### src/rtl/sha1_bus_master.sv
`default_nettype none
// ============================================================================
// Module   : sha1_bus_master
// Purpose  : Feeds padded 512-bit blocks into the sha1 core register bus,
//            runs init/next, polls status and returns the 160-bit digest.
// Revision : 1.0 - initial release
// ============================================================================
module sha1_bus_master #(
    parameter logic [7:0] ADDR_CTRL    = 8'h08,
    parameter logic [7:0] ADDR_STATUS  = 8'h09,
    parameter logic [7:0] ADDR_BLOCK0  = 8'h10,
    parameter logic [7:0] ADDR_DIGEST0 = 8'h20,
    parameter int         POLL_TIMEOUT = 1024
) (
    input  logic         clk,
    input  logic         reset,
    input  logic         in_valid,
    output logic         in_ready,
    input  logic [31:0]  in_data,
    input  logic         in_first,
    input  logic         in_last,
    output logic         dig_valid,
    input  logic         dig_ready,
    output logic [159:0] dig_data,
    output logic         sha_cs,
    output logic         sha_we,
    output logic [7:0]   sha_address,
    output logic [31:0]  sha_write_data,
    input  logic [31:0]  sha_read_data,
    input  logic         sha_error,
    output logic         busy,
    output logic         err
);

    localparam int c_poll_w = $clog2(POLL_TIMEOUT + 1);

    typedef enum logic [2:0] {
        S_LOAD = 3'd0,
        S_CTRL = 3'd1,
        S_HOLD = 3'd2,
        S_POLL = 3'd3,
        S_READ = 3'd4,
        S_OUT  = 3'd5
    } state_t;

    state_t              r_state_q,     w_state_d;
    logic [3:0]          r_idx_q,       w_idx_d;
    logic                r_first_q,     w_first_d;
    logic                r_last_q,      w_last_d;
    logic [1:0]          r_hold_q,      w_hold_d;
    logic [c_poll_w-1:0] r_poll_q,      w_poll_d;
    logic [2:0]          r_rd_q,        w_rd_d;
    logic                r_cs_q,        w_cs_d;
    logic                r_we_q,        w_we_d;
    logic [7:0]          r_addr_q,      w_addr_d;
    logic [31:0]         r_wdata_q,     w_wdata_d;
    logic                r_dig_valid_q, w_dig_valid_d;
    logic [159:0]        r_dig_data_q,  w_dig_data_d;
    logic                r_err_q,       w_err_d;
    logic                r_busy_q,      w_busy_d;
    logic [c_poll_w-1:0] w_poll_inc;

    assign w_poll_inc = r_poll_q + c_poll_w'(1);

    always_comb begin
        w_state_d     = r_state_q;
        w_idx_d       = r_idx_q;
        w_first_d     = r_first_q;
        w_last_d      = r_last_q;
        w_hold_d      = r_hold_q;
        w_poll_d      = r_poll_q;
        w_rd_d        = r_rd_q;
        w_cs_d        = 1'b0;
        w_we_d        = 1'b0;
        w_addr_d      = r_addr_q;
        w_wdata_d     = r_wdata_q;
        w_dig_valid_d = r_dig_valid_q;
        w_dig_data_d  = r_dig_data_q;
        w_err_d       = r_err_q;

        // A core error aborts whatever bus activity is in flight; any word
        // offered on this same edge is dropped along with the partial block.
        if (r_cs_q && sha_error) begin
            w_err_d   = 1'b1;
            w_state_d = S_LOAD;
            w_idx_d   = 4'd0;
        end else begin
            case (r_state_q)
                S_LOAD: begin
                    if (in_valid) begin
                        w_cs_d    = 1'b1;
                        w_we_d    = 1'b1;
                        w_addr_d  = ADDR_BLOCK0 + {4'd0, r_idx_q};
                        w_wdata_d = in_data;
                        w_idx_d   = r_idx_q + 4'd1;
                        if (r_idx_q == 4'd0) begin
                            w_first_d = in_first;
                            w_last_d  = in_last;
                        end
                        if (r_idx_q == 4'd15) begin
                            w_state_d = S_CTRL;
                        end
                    end
                end
                S_CTRL: begin
                    w_cs_d    = 1'b1;
                    w_we_d    = 1'b1;
                    w_addr_d  = ADDR_CTRL;
                    w_wdata_d = r_first_q ? 32'h1 : 32'h2;
                    w_hold_d  = 2'd0;
                    w_state_d = S_HOLD;
                end
                S_HOLD: begin
                    // Bus output lags state by one cycle: hold count 0 shows the
                    // CTRL write, counts 1 and 2 are the two idle bus cycles.
                    w_hold_d = r_hold_q + 2'd1;
                    if (r_hold_q == 2'd2) begin
                        w_cs_d    = 1'b1;
                        w_addr_d  = ADDR_STATUS;
                        w_poll_d  = '0;
                        w_state_d = S_POLL;
                    end
                end
                S_POLL: begin
                    if (sha_read_data[0]) begin
                        if (r_last_q) begin
                            w_cs_d    = 1'b1;
                            w_addr_d  = ADDR_DIGEST0;
                            w_rd_d    = 3'd0;
                            w_state_d = S_READ;
                        end else begin
                            w_state_d = S_LOAD;
                        end
                    end else if (w_poll_inc == c_poll_w'(POLL_TIMEOUT)) begin
                        w_err_d   = 1'b1;
                        w_state_d = S_LOAD;
                    end else begin
                        w_poll_d = w_poll_inc;
                        w_cs_d   = 1'b1;
                        w_addr_d = ADDR_STATUS;
                    end
                end
                S_READ: begin
                    // Shift in from the bottom so the first word ends up on top.
                    w_dig_data_d = {r_dig_data_q[127:0], sha_read_data};
                    if (r_rd_q == 3'd4) begin
                        w_dig_valid_d = 1'b1;
                        w_state_d     = S_OUT;
                    end else begin
                        w_rd_d   = r_rd_q + 3'd1;
                        w_cs_d   = 1'b1;
                        w_addr_d = ADDR_DIGEST0 + {5'd0, r_rd_q + 3'd1};
                    end
                end
                S_OUT: begin
                    if (dig_ready) begin
                        w_dig_valid_d = 1'b0;
                        w_state_d     = S_LOAD;
                    end
                end
                default: begin
                    w_state_d = S_LOAD;
                end
            endcase
        end

        w_busy_d = !((w_state_d == S_LOAD) && (w_idx_d == 4'd0));
    end

    always_ff @(posedge clk) begin
        if (reset) begin
            r_state_q     <= S_LOAD;
            r_idx_q       <= 4'd0;
            r_first_q     <= 1'b0;
            r_last_q      <= 1'b0;
            r_hold_q      <= 2'd0;
            r_poll_q      <= '0;
            r_rd_q        <= 3'd0;
            r_cs_q        <= 1'b0;
            r_we_q        <= 1'b0;
            r_addr_q      <= 8'd0;
            r_wdata_q     <= 32'd0;
            r_dig_valid_q <= 1'b0;
            r_dig_data_q  <= 160'd0;
            r_err_q       <= 1'b0;
            r_busy_q      <= 1'b0;
        end else begin
            r_state_q     <= w_state_d;
            r_idx_q       <= w_idx_d;
            r_first_q     <= w_first_d;
            r_last_q      <= w_last_d;
            r_hold_q      <= w_hold_d;
            r_poll_q      <= w_poll_d;
            r_rd_q        <= w_rd_d;
            r_cs_q        <= w_cs_d;
            r_we_q        <= w_we_d;
            r_addr_q      <= w_addr_d;
            r_wdata_q     <= w_wdata_d;
            r_dig_valid_q <= w_dig_valid_d;
            r_dig_data_q  <= w_dig_data_d;
            r_err_q       <= w_err_d;
            r_busy_q      <= w_busy_d;
        end
    end

    assign in_ready       = (r_state_q == S_LOAD);
    assign sha_cs         = r_cs_q;
    assign sha_we         = r_we_q;
    assign sha_address    = r_addr_q;
    assign sha_write_data = r_wdata_q;
    assign dig_valid      = r_dig_valid_q;
    assign dig_data       = r_dig_data_q;
    assign err            = r_err_q;
    assign busy           = r_busy_q;

endmodule
`default_nettype wire

### config.mk
export PLATFORM = sky130hd
export DESIGN_NAME = sha1_bus_master
export DESIGN_NICKNAME = d
export VERILOG_FILES = /design/src/rtl/sha1_bus_master.sv
export SDC_FILE = /design/constraint.sdc
export NUM_CORES = 1
export LEC_CHECK = 0
export BUFFER_PORTS_ARGS = -buffer_cell sky130_fd_sc_hd__buf_2
export CAP_MARGIN = 0
export CORE_MARGIN = 3
export CORE_UTILIZATION = 35
export DETAILED_ROUTE_END_ITERATION = 10
export PLACE_DENSITY = 0.65
export SLEW_MARGIN = 20
export SYNTH_ARGS = -nofsm -noshare
export SYNTH_HDL_FRONTEND = slang
export SYNTH_SLANG_ARGS = --single-unit
### constraint.sdc
create_clock -name clk -period 2.4 [get_ports clk]
set_input_delay 0.48 -clock clk [delete_from_list [all_inputs] [get_ports clk]]
set_output_delay 0.48 -clock clk [all_outputs]
set_load 0.02 [all_outputs]
=== After elaboration in Yosys (flattened, before gate mapping) ===
Index checks and enable logic that the tools add are counted.

* Bits in registers: 230
* Bits in latches: 0
* RAM bits: 0
* Bits in read-only memories: 0
* Output and inout port bits: 206
* Word-level logic and storage cells: 115
* Memories kept: 0

* Add/sub/neg operators: 6
* Multiply operators: 0
* Divide/modulo/power cells: 0
* Magnitude comparators: 0
* Eq/ne operators: 21
* Shifts and indexed selects: 0
* Muxes and demuxes: 47
* Bitwise gates (word level): 1
* Reductions and logical operators: 25

{| class="wikitable"
|+ Operators with widths
! kind !! number
|-
| one-hot mux 32 bit (2 select lines) || 1
|-
| two-way mux 8 bit || 6
|-
| one-hot mux 8 bit (5 select lines) || 1
|-
| two-way mux 3 bit || 12
|-
| two-way mux 11 bit || 3
|-
| two-way mux 32 bit || 1
|-
| one-hot mux 11 bit (2 select lines) || 1
|-
| inequality test 2 bit, second input constant || 9
|-
| one-hot mux 3 bit (6 select lines) || 1
|-
| nonzero test 2 bit || 7
|-
| two-way mux 1 bit || 12
|-
| two-way mux 4 bit || 3
|-
| adder 11 x 1 -> 11 bit, second input constant || 1
|-
| equality test 11 bit, second input constant || 1
|-
| AND reduction 5 bit || 2
|-
| equality test 3 bit, second input constant || 3
|-
| logical NOT 4 bit || 2
|-
| AND reduction 4 bit || 2
|-
| adder 6 x 3 -> 7 bit, first input constant || 1
|-
| AND reduction 7 bit || 1
|-
| adder 5 x 4 -> 6 bit, first input constant || 1
|-
| equality test 3 x 2 -> 1 bit, second input constant || 2
|-
| logical NOT 3 bit || 2
|-
| inequality test 3 bit, second input constant || 2
|-
| 19 further kinds || 23
|}

=== Logic depth before layout (Yosys ltp) ===
* Word-level depth: 9
* Depth in mapped cells: 9
* Mapped depth without buffers: 8

=== Worst setup path before layout ===
OpenSTA, ideal clock, no wires.

* Path kind: reg2reg
* From: reg r_poll_q[0]
* To: reg r_busy_q, in the netlist busy
* Library setup time: 0.127 ns
* Arrival time: 2.049 ns
* Path slack: 0.224 ns
* Cell stages (with the launch flop): 9
* Buffers on the path: 1
* Clock period less this slack: 2.176 ns
* Cell sequence: dfxtp_1 ha_1 clkbuf_1 nand3_1 or4_4 o311ai_4 nand2_2 a2111oi_0 o21ai_1

* Cells in the longest elaborated chain, start to end: 9

{| class="wikitable"
|+ Ends and longest elaborated chain
! element !! line !! RTL
|-
| start, declared || 51 || <nowiki>logic [c_poll_w-1:0] r_poll_q, w_poll_d;</nowiki>
|-
| start signal, assigned || 193 || <nowiki>r_poll_q <= w_poll_d;</nowiki>
|-
| adder 11 x 1 -> 11 bit || 63 || <nowiki>assign w_poll_inc = r_poll_q + c_poll_w'(1);</nowiki>
|-
| equality test 11 bit || 134 || <nowiki>end else if (w_poll_inc == c_poll_w'(POLL_TIMEOUT)) begin</nowiki>
|-
| two-way mux 3 bit || 134 ||
|-
| two-way mux 3 bit || 125 || <nowiki>if (sha_read_data[0]) begin</nowiki>
|-
| one-hot mux 3 bit (6 select lines) || 88 || <nowiki>case (r_state_q)</nowiki>
|-
| two-way mux 3 bit || 83 || <nowiki>if (r_cs_q && sha_error) begin</nowiki>
|-
| logical NOT 3 bit || 167 || <nowiki>w_busy_d = !((w_state_d == S_LOAD) && (w_idx_d == 4'd0));</nowiki>
|-
| logical AND 1 bit || 167 ||
|-
| logical NOT 1 bit || 167 ||
|-
| end signal, assigned || 202 || <nowiki>r_busy_q <= w_busy_d;</nowiki>
|-
| end, declared || 60 || <nowiki>logic r_busy_q, w_busy_d;</nowiki>
|}

Every way passes these cells.
A chain may end at the register's enable or synchronous reset.

=== Worst setup path in the final report ===
* From: reg r_state_q[0]
* To: out in_ready

* Cells in the longest elaborated chain, start to end: 1

{| class="wikitable"
|+ Ends and longest elaborated chain
! element !! line !! RTL
|-
| start, declared || 46 || <nowiki>state_t r_state_q, w_state_d;</nowiki>
|-
| start signal, assigned || 188 || <nowiki>r_state_q <= w_state_d;</nowiki>
|-
| logical NOT 3 bit || 206 || <nowiki>assign in_ready = (r_state_q == S_LOAD);</nowiki>
|-
| end, declared || 18 || <nowiki>output logic in_ready,</nowiki>
|}

Every way passes these cells.

==> metrics.yaml <==
drc_errors: 0
drt-pass1-iter-count: 7
grt_max_degree: 113
slew_headroom: 0.441
rsz0062_at_grt: "no"
post_drt_wl_per_cell_um: 14.8
path_cells: "or2_2, nor2_1, buf_2"
cts_max_level: 1
floorplan.die.width_um: 164
finalHoldViolCount: 0
final_nets: 1395
clock_path_buffers: 3
first_iter_violations: 487
clock.fmax_mhz: 437
cts_num_sinks: 228
synth_seq_cells: 228
vdd_drop_max_mv: 0.521
worst_slew_pin_slew_ns: 0.837
clock-root-buffer: "clkbuf_16"
synthArstFlopShare: 0
ys_warn_count: 0
final-seq-area_mm2: 0.00456
crit_family: "simple AND/OR/NAND/NOR gates"
synth_ff_type: "dfxtp_1"
final_cell_mix: "349 x nand2_1, 273 x buf_2, 228 x dfxtp_1"
clkSlewWorstSetupHoldPaths_ns: 0.06
core_mm2: 0.0244
clock_skew_ns: 0.00983
hpwl_mm: 16.8
hold_buffers: 0
worst-path-buf-inv: 1
end_kind: "output pin"
syn_to_final_growth_pct: 30.7
final_common_cell: "nand2_1"
timing.final.crit_share: 0.954
clock_latency_ns: 0.53
io_buffers: 274
floorplan.initialDensity: 0.357
leakagePower_nw: 4.76
cts_tree: "built"
cp.arrival_ns: 1.81
drive_gt1_frac: 0.267
start_kind: "flop"
drv_cap: 0
wl_mm: 24.5
synthTopCellsByArea: "dfxtp_1 52%, nand2_1 15%, a21oi_1 11%"
cts_setup_buffers: 0
first_global_vias: 7084
num_vias: 8077
max_stage_delay_ns: 0.45
synth_cell_types: 59
hold_path.class: "primary input to flop"
worstSetupPathType: "flop to output pin"
grtUsageTotal: 0.170
synth.yosys.seq_area_share: 0.525
multi_input_area_mm2: 0.00376
netlist.area_leader.share: 0.525
gp_congestion: 0.848
dieArea_mm2: 0.0268
yosysTopAreaCell: "dfxtp_1"
p_per_area_mw_per_mm2: 746
grt_first_pass_wirelength_mm: 38.1
antenna_found_initial: 0
netlist_instances: 1074
crit_slowest_cell: "or2_2"
setup_tns_ns: 0
io_pins: 277
cts_buffers: 26
status: "finished clean"
num_rows: 57
chipHeight_um: 164
syn_avg_cell_area_um2: 8.10
min_period_ns: 2.29
vias_per_cell: 4.87
postCtsResizedCells: 0
fill_cells: 2445
slew_viol_final: 0
ant_nets: 0
cp.required_ns: 1.92
cp_max_fo: 12
diodes: 0
final-setup-viol-count: 0
syn_area_mm2: 0.00870
synth_edf_count: 0
globalRouteOverflowTotal: 0
fin_hold_ws_ns: 0.167
worst register-to-register path: cells and delay by family (launching register included):
kind            cells  cell delay, ns
compound gates      4            0.99
simple gates        2            0.76
flops               1            0.38
cell families after synthesis:
family,count (synthesis),share of synthesized area
AND/OR/NAND/NOR,452,0.216
AO/OA/AOI/OAI,278,0.193
flip-flops,228,0.525
buffers and inverters,98,0.0455
adder cells (fa/ha/maj),6,0.00863
multiplexers,6,0.00690
XOR/XNOR,5,0.00503
other,1,0.000431
per-stage QoR:
step / instance area (µm²) / cells / util / power (mW) / setup WS [ns]
3_3_place_gp: 10400 / 1614 / 0.428 / 4.30 / 0.221
3_5_place_dp: 10400 / 1614 / 0.428 / 4.31 / 0.175
5_1_grt: 11400 / 1658 / 0.466 / 8.75 / 0.0126
2_1_floorplan: 8700 / 1075 / - / 4.16 / 0.224
4_1_cts: 11400 / 1658 / 0.466 / 8.58 / 0.134
6_report: 11400 / 1658 / 0.466 / 8.47 / 0.111
report_power, final:
part / internal (mW) / total, mW / switching (mW)
Combinational: 0.135 / 0.361 / 0.226
Sequential: 3.84 / 3.86 / 0.0285
Clock: 2.70 / 4.25 / 1.55
Total: 6.67 / 8.47 / 1.80
per-layer routing:
| metal | share of wire | global-route usage | vias up | wire [µm] |
|---|---|---|---|---|
| met5 | 0 | 0 | - | 0 |
| met4 | 0.027 | 0.0473 | 0 | 656 |
| met3 | 0.084 | 0.0505 | 42 | 2050 |
| met2 | 0.44 | 0.259 | 259 | 10700 |
| met1 | 0.45 | 0.235 | 3669 | 11100 |
| li1 | - | - | 4107 | - |
sequential cells by signal, indices dropped and copies added, names as in the netlist, 2 cells and up:
signal,flops
dig_data,160
r_hold_q,2
r_idx_q,4
r_poll_q,11
r_rd_q,3
r_state_q,3
sha_address,6
sha_write_data,32
final timing paths:
kind | start | to | slack, ns | cells after the start
worst max-delay path | r_state_q[0]$_SDFF_PP0_ | in_ready | 0.11 | 3
worst min-delay path | in_data[6] | sha_write_data[6]$_SDFFE_PP0P_ | 0.17 | 2
worst max register to register | r_poll_q[3]$_SDFFE_PP0P_ | r_poll_q[1]$_SDFFE_PP0P_ | 0.17 | 6
worst min register to register | dig_data[138]$_SDFFE_PP0P_ | dig_data[138]$_SDFFE_PP0P_ | 0.45 | 2
Yosys cell counts, drive strengths merged (7+ instances only):
master and count:
inv 11, a211oi 7, nand4 7, a22o 31, clkbuf 65, o21ai 11
nor3 11, nand2 350, nor2 45, buf 21, a21oi 192, dfxtp 228
nand3 8, a41oi 7
layout make-up:
cell class	count	area share
flip-flops and latches	228	0.402
multi-input cells	749	0.331
repair buffers	301	0.146
clock buffers	35	0.0655
well taps	324	0.0357
clock inverters	9	0.0163
inverters	12	0.00396
Power figures use the tool's default switching activity.
